**src/rtl/mips_ctrl_pkg.sv**
```systemverilog
// Shared encodings for the multicycle MIPS control path: FSM states, opcode/funct
// values, ALU control codes and datapath mux selects.
package mips_ctrl_pkg;

    typedef enum logic [3:0] {
        S_FETCH   = 4'd0,
        S_DECODE  = 4'd1,
        S_MEMADR  = 4'd2,
        S_MEMRD   = 4'd3,
        S_MEMWB   = 4'd4,
        S_MEMWR   = 4'd5,
        S_RTYPEEX = 4'd6,
        S_RTYPEWB = 4'd7,
        S_BRANCH  = 4'd8,
        S_IEXEC   = 4'd9,
        S_IWB     = 4'd10,
        S_JUMP    = 4'd11
    } state_e;

    // ALU operation class requested by the FSM; aludec resolves it to a code.
    typedef enum logic [2:0] {
        ALUOP_NONE  = 3'd0,
        ALUOP_ADD   = 3'd1,
        ALUOP_SUB   = 3'd2,
        ALUOP_FUNCT = 3'd3,
        ALUOP_IMM   = 3'd4
    } aluop_e;

    localparam logic [5:0] OP_RTYPE = 6'h00;
    localparam logic [5:0] OP_J     = 6'h02;
    localparam logic [5:0] OP_BEQ   = 6'h04;
    localparam logic [5:0] OP_BNE   = 6'h05;
    localparam logic [5:0] OP_ADDI  = 6'h08;
    localparam logic [5:0] OP_SLTI  = 6'h0A;
    localparam logic [5:0] OP_ANDI  = 6'h0C;
    localparam logic [5:0] OP_ORI   = 6'h0D;
    localparam logic [5:0] OP_LW    = 6'h23;
    localparam logic [5:0] OP_SW    = 6'h2B;

    localparam logic [5:0] F_ADD = 6'h20;
    localparam logic [5:0] F_SUB = 6'h22;
    localparam logic [5:0] F_AND = 6'h24;
    localparam logic [5:0] F_OR  = 6'h25;
    localparam logic [5:0] F_SLT = 6'h2A;

    localparam logic [2:0] ALU_AND = 3'b000;
    localparam logic [2:0] ALU_OR  = 3'b001;
    localparam logic [2:0] ALU_ADD = 3'b010;
    localparam logic [2:0] ALU_SUB = 3'b110;
    localparam logic [2:0] ALU_SLT = 3'b111;

    localparam logic [1:0] SRCB_REG   = 2'b00;
    localparam logic [1:0] SRCB_FOUR  = 2'b01;
    localparam logic [1:0] SRCB_IMM   = 2'b10;
    localparam logic [1:0] SRCB_IMMSH = 2'b11;

    localparam logic [1:0] PC_ALURES = 2'b00;
    localparam logic [1:0] PC_ALUOUT = 2'b01;
    localparam logic [1:0] PC_JUMP   = 2'b10;

endpackage

```
**src/rtl/aludec.sv**
```systemverilog
// ALU decoder: turns the FSM's operation class plus op/funct into the ALU
// control code and immediate-extension mode, and flags unsupported R-type functs.
module aludec
    import mips_ctrl_pkg::*;
(
    input  aluop_e     aluop,
    input  logic [5:0] funct,
    input  logic [5:0] op,
    output logic [2:0] alucontrol,
    output logic       imm_ext,
    output logic       funct_illegal
);

    logic [2:0] funct_ctrl;

    always_comb begin
        funct_ctrl    = ALU_ADD;
        funct_illegal = 1'b0;
        case (funct)
            F_ADD:   funct_ctrl = ALU_ADD;
            F_SUB:   funct_ctrl = ALU_SUB;
            F_AND:   funct_ctrl = ALU_AND;
            F_OR:    funct_ctrl = ALU_OR;
            F_SLT:   funct_ctrl = ALU_SLT;
            default: funct_illegal = 1'b1;
        endcase
    end

    always_comb begin
        alucontrol = 3'b000;
        imm_ext    = 1'b0;
        case (aluop)
            ALUOP_ADD:   alucontrol = ALU_ADD;
            ALUOP_SUB:   alucontrol = ALU_SUB;
            ALUOP_FUNCT: alucontrol = funct_ctrl;
            ALUOP_IMM: begin
                case (op)
                    OP_ANDI: begin alucontrol = ALU_AND; imm_ext = 1'b1; end
                    OP_ORI:  begin alucontrol = ALU_OR;  imm_ext = 1'b1; end
                    OP_SLTI: alucontrol = ALU_SLT;
                    default: alucontrol = ALU_ADD;
                endcase
            end
            default: alucontrol = 3'b000;
        endcase
    end

endmodule

```
**src/rtl/multicycle_controller.sv**
```systemverilog
// Main control FSM of the multicycle MIPS core: Moore decode of datapath
// controls per state, with memready stalls on FETCH, MEMRD and MEMWR.
module multicycle_controller
    import mips_ctrl_pkg::*;
#(
    parameter bit MEM_WAIT_EN = 1'b1
) (
    input  logic       clk,
    input  logic       reset,
    input  logic [5:0] op,
    input  logic [5:0] funct,
    input  logic       zero,
    input  logic       memready,
    output logic       memtoreg,
    output logic       regdst,
    output logic       iord,
    output logic       alusrca,
    output logic [1:0] alusrcb,
    output logic [1:0] pcsrc,
    output logic [2:0] alucontrol,
    output logic       immExt,
    output logic       irwrite,
    output logic       regwrite,
    output logic       memwrite,
    output logic       pcen,
    output logic       illegal,
    output logic [3:0] state
);

    state_e state_q, state_d;
    logic   is_sw_q, is_sw_d;

    aluop_e aluop;
    logic   mem_rdy;
    logic   funct_illegal;
    logic   irwrite_raw, regwrite_raw, memwrite_raw, pcwrite_raw, branch_take, illegal_raw;

    assign mem_rdy = MEM_WAIT_EN ? memready : 1'b1;

    aludec u_aludec (
        .aluop         (aluop),
        .funct         (funct),
        .op            (op),
        .alucontrol    (alucontrol),
        .imm_ext       (immExt),
        .funct_illegal (funct_illegal)
    );

    // NOTE: state flops use non-blocking assignments so every flop samples pre-edge values.
    always_ff @(posedge clk or posedge reset) begin
        if (reset) begin
            state_q <= S_FETCH;
            is_sw_q <= 1'b0;
        end else begin
            state_q <= state_d;
            is_sw_q <= is_sw_d;
        end
    end

    // lw/sw is captured in DECODE so MEMADR never needs to look at op.
    assign is_sw_d = (state_q == S_DECODE) ? (op == OP_SW) : is_sw_q;

    // NOTE: every output gets a default first so no path through the case infers a latch.
    always_comb begin
        state_d      = state_q;
        memtoreg     = 1'b0;
        regdst       = 1'b0;
        iord         = 1'b0;
        alusrca      = 1'b0;
        alusrcb      = SRCB_REG;
        pcsrc        = PC_ALURES;
        aluop        = ALUOP_NONE;
        irwrite_raw  = 1'b0;
        regwrite_raw = 1'b0;
        memwrite_raw = 1'b0;
        pcwrite_raw  = 1'b0;
        branch_take  = 1'b0;
        illegal_raw  = 1'b0;
        case (state_q)
            S_FETCH: begin
                alusrcb     = SRCB_FOUR;
                aluop       = ALUOP_ADD;
                irwrite_raw = mem_rdy;
                pcwrite_raw = mem_rdy;
                if (mem_rdy) state_d = S_DECODE;
            end
            S_DECODE: begin
                alusrcb = SRCB_IMMSH;
                aluop   = ALUOP_ADD;
                case (op)
                    OP_LW, OP_SW:                      state_d = S_MEMADR;
                    OP_BEQ, OP_BNE:                    state_d = S_BRANCH;
                    OP_ADDI, OP_ANDI, OP_ORI, OP_SLTI: state_d = S_IEXEC;
                    OP_J:                              state_d = S_JUMP;
                    OP_RTYPE: begin
                        if (funct_illegal) begin
                            illegal_raw = 1'b1;
                            state_d     = S_FETCH;
                        end else begin
                            state_d = S_RTYPEEX;
                        end
                    end
                    default: begin
                        illegal_raw = 1'b1;
                        state_d     = S_FETCH;
                    end
                endcase
            end
            S_MEMADR: begin
                alusrca = 1'b1;
                alusrcb = SRCB_IMM;
                aluop   = ALUOP_ADD;
                state_d = is_sw_q ? S_MEMWR : S_MEMRD;
            end
            S_MEMRD: begin
                iord = 1'b1;
                if (mem_rdy) state_d = S_MEMWB;
            end
            S_MEMWB: begin
                memtoreg     = 1'b1;
                regwrite_raw = 1'b1;
                state_d      = S_FETCH;
            end
            S_MEMWR: begin
                iord         = 1'b1;
                memwrite_raw = 1'b1;
                if (mem_rdy) state_d = S_FETCH;
            end
            S_RTYPEEX: begin
                alusrca = 1'b1;
                alusrcb = SRCB_REG;
                aluop   = ALUOP_FUNCT;
                state_d = S_RTYPEWB;
            end
            S_RTYPEWB: begin
                regdst       = 1'b1;
                regwrite_raw = 1'b1;
                state_d      = S_FETCH;
            end
            S_BRANCH: begin
                alusrca     = 1'b1;
                alusrcb     = SRCB_REG;
                aluop       = ALUOP_SUB;
                pcsrc       = PC_ALUOUT;
                branch_take = ((op == OP_BEQ) & zero) | ((op == OP_BNE) & ~zero);
                state_d     = S_FETCH;
            end
            S_IEXEC: begin
                alusrca = 1'b1;
                alusrcb = SRCB_IMM;
                aluop   = ALUOP_IMM;
                state_d = S_IWB;
            end
            S_IWB: begin
                regwrite_raw = 1'b1;
                state_d      = S_FETCH;
            end
            S_JUMP: begin
                pcsrc       = PC_JUMP;
                pcwrite_raw = 1'b1;
                state_d     = S_FETCH;
            end
            default: state_d = S_FETCH;
        endcase
    end

    // Enables are gated by reset directly so they drop asynchronously with it.
    assign irwrite  = irwrite_raw  & ~reset;
    assign regwrite = regwrite_raw & ~reset;
    assign memwrite = memwrite_raw & ~reset;
    assign pcen     = (pcwrite_raw | branch_take) & ~reset;
    assign illegal  = illegal_raw  & ~reset;
    assign state    = state_q;

endmodule

```
**config.mk**
```make
export PLATFORM = sky130hd
export DESIGN_NAME = multicycle_controller
export DESIGN_NICKNAME = d
export VERILOG_FILES = /design/src/rtl/mips_ctrl_pkg.sv /design/src/rtl/aludec.sv /design/src/rtl/multicycle_controller.sv
export SDC_FILE = /design/constraint.sdc
export NUM_CORES = 1
export LEC_CHECK = 0
export CELL_PAD_IN_SITES_DETAIL_PLACEMENT = 0
export CELL_PAD_IN_SITES_GLOBAL_PLACEMENT = 1
export CORE_ASPECT_RATIO = 0.7
export CORE_MARGIN = 4
export CORE_UTILIZATION = 27
export CTS_CLUSTER_DIAMETER = 200
export DETAILED_ROUTE_END_ITERATION = 16
export GPL_ROUTABILITY_DRIVEN = 0
export PLACE_DENSITY_LB_ADDON = 0.1
export SLEW_MARGIN = 15
export SYNTH_ARGS = -nofsm -noshare
export SYNTH_HDL_FRONTEND = slang
export SYNTH_SLANG_ARGS = --single-unit
```
**constraint.sdc**
```tcl
create_clock -name clk -period 2.15 [get_ports clk]
set_input_delay 0.43 -clock clk [delete_from_list [all_inputs] [get_ports clk]]
set_output_delay 0.43 -clock clk [all_outputs]
set_load 0.01 [all_outputs]
```
After elaboration in Yosys (flattened, before gate mapping)
Index checks and enable logic that the tools add are counted.

word-level totals
  output and inout port bits = 21
  logic and storage cells = 86
  register bits = 5

operators by class
  bitwise gates (word level) = 11
  reductions and logical operators = 14
  muxes and demuxes = 27
  equal/unequal tests = 32

operator list
  cell                                                                   count
  6-bit equality test, second input constant                             7
  3-bit case mux with 4 select lines                                     3
  4-bit case mux with 7 select lines                                     1
  6-bit by 4-bit equality test with 1-bit output, second input constant  4
  4-bit case mux with 5 select lines                                     1
  4-bit by 3-bit equality test with 1-bit output, second input constant  4
  4-bit equality test, second input constant                             4
  6-bit by 3-bit equality test with 1-bit output, second input constant  2
  1-bit two-way mux                                                      12
  4-bit two-way mux                                                      3
  2-bit OR reduction                                                     5
  3-bit case mux with 3 select lines                                     1
  9-bit OR reduction                                                     1
  4-bit by 2-bit equality test with 1-bit output, second input constant  2
  4-bit OR reduction                                                     2
  1-bit AND                                                              7
  3-bit by 2-bit equality test with 1-bit output, second input constant  2
  6-bit by 2-bit equality test with 1-bit output, second input constant  1
  6-bit zero test                                                        1
  3-bit two-way mux                                                      2
  2-bit != test, second input constant                                   3
  2-bit case mux with 3 select lines                                     1
  3-bit OR reduction                                                     2
  5-bit OR reduction                                                     1
  9 further kinds                                                        12

Longest topological paths before layout
Gate-level depths: netlist (run 1).

  word-level depth = 6
  depth in mapped cells = 6
  gate-level depth less buffers = 4

Hierarchy
A second synthesis (run 1) with hierarchy kept.

second synthesis, totals
  cells, all modules = 116
  area total of the unflattened synthesis = 797.0 um^2

modules (own cells, without submodules)
  module                 sequential area each (um^2)  area each (um^2)  cells each  times used
  multicycle_controller  125.1                        594.3             88          1
  aludec                 0.0                          202.7             28          1

Least setup slack after synthesis (run 1)
No wires, ideal clock.

  path type = input to output
  from = input op[1]
  to = output pcen
  arrival time = 1.491 ns
  buffers on the path = 1
  slack = 0.229 ns
  stages = 5
  required time = 1.720 ns
  cells stage by stage = buf_2 or4b_1 nor2_1 a31oi_1 nor2_1

between the ends
  cells in the longest elaborated chain, start to end = 6

ends and longest elaborated chain
  item                                            line                          text
  start: declaration                              multicycle_controller.sv:10   input logic [5:0] op,
  6-bit by 3-bit equality test with 1-bit output  multicycle_controller.sv:145  branch_take = ((op == OP_BEQ) & zero) | ((op == OP_BNE) & ~zero);
  1-bit AND                                       multicycle_controller.sv:145
  1-bit OR (*)                                    multicycle_controller.sv:145
  1-bit two-way mux (*)                           multicycle_controller.sv:79   case (state_q)
  1-bit OR (*)                                    multicycle_controller.sv:171  assign pcen = (pcwrite_raw | branch_take) & ~reset;
  1-bit AND (*)                                   multicycle_controller.sv:171
  end: declaration                                multicycle_controller.sv:25   output logic pcen,

Mark *: on every way between the ends. The rest lies on a longest branch, timed or not.

Worst setup path in the final report (run 1)
  from = register state_q[1], in the netlist state[1]
  to = output pcen

between the ends
  cells in the longest elaborated chain, start to end = 4

ends and longest elaborated chain
  item                                                                            line                          text
  start: declaration                                                              multicycle_controller.sv:30   state_e state_q, state_d;
  start signal: assignment                                                        multicycle_controller.sv:55   state_q <= state_d;
  4-bit equality test / 4-bit zero test (equally long branches)                   multicycle_controller.sv:79
  1-bit case mux with 2 select lines / 1-bit two-way mux (equally long branches)  multicycle_controller.sv:79
  1-bit OR (*)                                                                    multicycle_controller.sv:171
  1-bit AND (*)                                                                   multicycle_controller.sv:171

Marked as above.

==> results of run 1 <==
==> layout make-up <==
type                            instances  share of cell area, %
Sequential cell                         5                  7.779
Inverter                                4                 0.9063
Clock buffer                            4                  2.719
Tap cell                               34                  2.568
Multi-Input combinational cell         95                  45.17
Timing Repair Buffer                   83                  40.86
==> Yosys cell counts (2+ instances only) <==
master	instances	share of area, %
sky130_fd_sc_hd__inv_1	3	1.5
sky130_fd_sc_hd__o21ai_1	2	1.3
sky130_fd_sc_hd__nand2_1	7	3.4
sky130_fd_sc_hd__or4b_1	2	2.6
sky130_fd_sc_hd__clkbuf_1	7	3.4
sky130_fd_sc_hd__a31oi_1	3	2.4
sky130_fd_sc_hd__nor3_1	7	4.5
sky130_fd_sc_hd__a21oi_1	7	4.5
sky130_fd_sc_hd__nand2b_1	5	4.0
sky130_fd_sc_hd__nor3b_1	7	6.8
sky130_fd_sc_hd__dfrtp_1	5	16
sky130_fd_sc_hd__nor4_1	3	2.4
sky130_fd_sc_hd__nand4_1	2	1.6
sky130_fd_sc_hd__nand3_1	3	1.9
sky130_fd_sc_hd__nor2b_1	5	4.0
sky130_fd_sc_hd__nor2_1	13	6.3
sky130_fd_sc_hd__o21ai_0	7	4.5
sky130_fd_sc_hd__buf_2	3	1.9
sky130_fd_sc_hd__a221oi_1	2	2.3
==> state kept, by name, summed over array words and instances (netlist names) <==
signal,count
is_sw_q,1
state,4
==> power by group through the flow <==
stage          clock (mW)  combinational [mW]  sequential, mW
2_1_floorplan           0               0.414           0.148
3_3_place_gp            0               0.880           0.160
3_5_place_dp            0               0.884           0.161
4_1_cts             0.178               0.910           0.165
5_1_grt             0.186                1.05           0.177
6_report            0.174               0.963           0.173
==> worst reg2reg max path: cells and delay by family (launching register included) <==
| family | cells | cell delay [ns] |
|---|---|---|
| buffers and inverters | 4 | 0.53 |
| AO/OA/AOI/OAI | 2 | 0.40 |
| flip-flops | 1 | 0.38 |
| AND/OR/NAND/NOR | 1 | 0.05 |
==> logic make-up (layout without fill, tap and decap cells) <==
group                     count (synthesis)  count (layout)  synth area share (%)
xor gates and xnor gates                  2               2                 2.258
AOI/OAI and AO/OA                        30              30                 25.00
muxes                                     2               2                 2.742
and+or+nand+nor                          61              61                 45.16
DFF                                       5               5                 16.13
buffers and inverters                    15              91                 8.709
==> cells in the final DEF (no fill, tap or decap), drive strengths merged, types with 5 or more instances in the layout <==
cell / instances
clkdlybuf4s50: 11
buf: 52
nand2b: 5
nor3: 7
nand2: 7
nor2b: 5
o21ai: 9
dlygate4sd2: 16
nor2: 13
a21oi: 7
clkbuf: 6
dfrtp: 5
nor3b: 7
==> layer usage <==
metal  wire, um  vias up  part of all wire (%)  track usage [%]
li1           -      580                     -                -
met1       1646      572                    46            26.10
met2       1653       51                    46            33.23
met3        265        0                   7.4            3.065
met4          0        0                     0            1.875
met5          0        -                     0                0
==> repair_timing <==
item | CTS | global route
pin swaps | 9 | 7
setup endpoints to repair | 14 | 7
buffers inserted | 7 | 0
gates resized for setup | 67 | 18
==> final timing paths <==
path                                      start                   end  slack, ns  cells past startpoint
max in group asynchronous                 reset  state[0]$_DFFE_PP0P_       1.42                      3
setup reg to reg           state[2]$_DFFE_PP0P_  state[0]$_DFFE_PP0P_       0.65                      7
setup / recovery           state[1]$_DFFE_PP0P_                  pcen      -0.02                      6
hold reg to reg             is_sw_q$_DFFE_PP0P_   is_sw_q$_DFFE_PP0P_       0.54                      2
hold / removal              is_sw_q$_DFFE_PP0P_   is_sw_q$_DFFE_PP0P_       0.54                      2
min in group asynchronous                 reset  state[2]$_DFFE_PP0P_       0.61                      3
==> stage by stage <==
stage	hold WS, ns	cell area, um^2
after floorplan	0.2138	775.7
after global placement	0.5365	1434
after detailed placement	0.5360	1434
after CTS	0.5442	1609
after global routing	0.5635	1657
final	0.5414	1657
==> qor.tcl, run 1 <==
set qor(sink_count) 5
set qor(fin_crit_sh_pct) 100.8
set qor(via_count) 1203
set qor(cp.arrival_ns) 1.74
set qor(detail_route.first_pass.iterations) 4
set qor(cp_top_family) {simple AND/OR/NAND/NOR gates}
set qor(critical_path_required_ns) 1.72
set qor(min-delay-path-class) {flip-flop to flip-flop}
set qor(layout-drive-gt1-share_pct) 45.55
set qor(die_h_um) 52.85
set qor(postCtsHoldBufs) 0
set qor(critical_path.startpoint_type) {flip-flop}
set qor(power.share.combinational_pct) 73.6
set qor(total_power_mw) 1.310
set qor(drv_slew) 0
set qor(placement.setup.worst_slack_ns) -0.7005
set qor(design.portCount) 37
set qor(worstPathBufferInverterCount) 2
set qor(max_slew_margin_pct) 76.94
set qor(worst_slew_pin_slew_ns) 0.3428
set qor(path_clk_slew_ns) 0.04
set qor(outcome) {finished with violations}
set qor(drt_total_wl_um) 3565
set qor(regArea_um2) 128.9
set qor(tritoncts_clock_tree) {built}
set qor(numCtsBuffers) 3
set qor(final.setup.worst_slack_ns) -0.01790
set qor(setup-violations-final) 1
set qor(dpl.cell_count) 215
set qor(grt_antenna_before_repair) 0
set qor(num_antenna_cells) 0
set qor(final.fill_count) 240
set qor(register_share_of_total_power_pct) 13.2
set qor(dieArea_um2) 3808
set qor(p_clk_share_pct) 13.3
set qor(final_cell_count_no_fill) 225
set qor(crit_path_cell_trace) {buf_6, or4b_4, a21oi_2, a31oi_1, nor2_1, buf_2}
set qor(first_pass_grt_wire_length_um) 5768
set qor(switching_power_mw) 0.5559
set qor(postSynthRegisterBits) 5
set qor(final-hold-violation-count) 0
set qor(htreeDepth) 1
set qor(synth_ff_type) {sky130_fd_sc_hd__dfrtp_1}
set qor(crit_path_max_incr_delay_ns) 0.48
set qor(violated_checks) {negative setup slack}
set qor(power.density_cell_area_nw_per_um2) 790.7
set qor(global_route_total_usage_across_every_layer_pct) 19.30
set qor(finalWorstPathRequiredPeriod_ns) 2.168
set qor(initial_core_util_pct) 29.95
set qor(clock_path_buffers) 2
set qor(core_region_area_um2) 2590
set qor(clock-skew-final_ns) 0.002019
set qor(setup_repair_after_global_routing_missed_its_margin) {yes}
set qor(setup.worst_path.end_class) {primary output}
set qor(synthArstFlopShare_pct) 100.0
set qor(drc_errors) 0
set qor(drtIter0Drc) 29
set qor(edff_count_synth) 0
set qor(place.port_buffers) 36
set qor(multi_input_area_um2) 748.2
set qor(final_antenna_net_count) 0
set qor(power.internal_mw) 0.7539
set qor(number_of_global_route_vias_before_repair) 1212
set qor(path_max_fanout) 6
set qor(tns_ns) -0.01790
set qor(synth-warning-count) 0
set qor(p_sw_share_pct) 42.44
set qor(synth_area_per_cell_um2) 6.746
set qor(postSynthCellCount) 115
set qor(cap_violations) 0
set qor(criticalPathCategory) {flip-flop to primary output}
set qor(vdd_drop_max_mv) 0.5981
set qor(cts-root-buf) {sky130_fd_sc_hd__clkbuf_8}
set qor(finish.utilization_pct) 63.96
set qor(dp_hpwl_um) 2660
set qor(grt_start_max_net_pins) 14
set qor(maxClockFrequency_mhz) 461.3
set qor(cpMaxStageDelayCell) {sky130_fd_sc_hd__or4b_4}
set qor(synth-seq-area-share_pct) 16.13
set qor(number_of_nets_in_the_layout) 208
set qor(chipWidth_um) 72.07
set qor(postSynthNetCount) 131
set qor(signed_area_change_from_the_synthesized_netlist_to_the_final_layout_pct) 113.5
set qor(synth_cell_types) 41
set qor(via_per_inst) 5.347
set qor(leakage_nw) 0.7461
set qor(syn_area_um2) 775.7
set qor(clkLatencyLatePin_ns) 0.22
set qor(std_cell_rows) 15
set qor(grt_ovf) 0
set qor(wire_per_inst_um) 15.84
No activity file was read; power rests on OpenSTA's default activity.
==> run 2: changes to the inputs <==
--- a/config.mk
+++ b/config.mk
@@ -10,7 +10,6 @@
 export CORE_ASPECT_RATIO = 0.7
 export CORE_MARGIN = 4
 export CORE_UTILIZATION = 27
-export CTS_CLUSTER_DIAMETER = 200
 export DETAILED_ROUTE_END_ITERATION = 16
 export GPL_ROUTABILITY_DRIVEN = 0
 export PLACE_DENSITY_LB_ADDON = 0.1
==> results of run 2 <==
No change in the layout: final DEF, timing and power equal those of run 1.
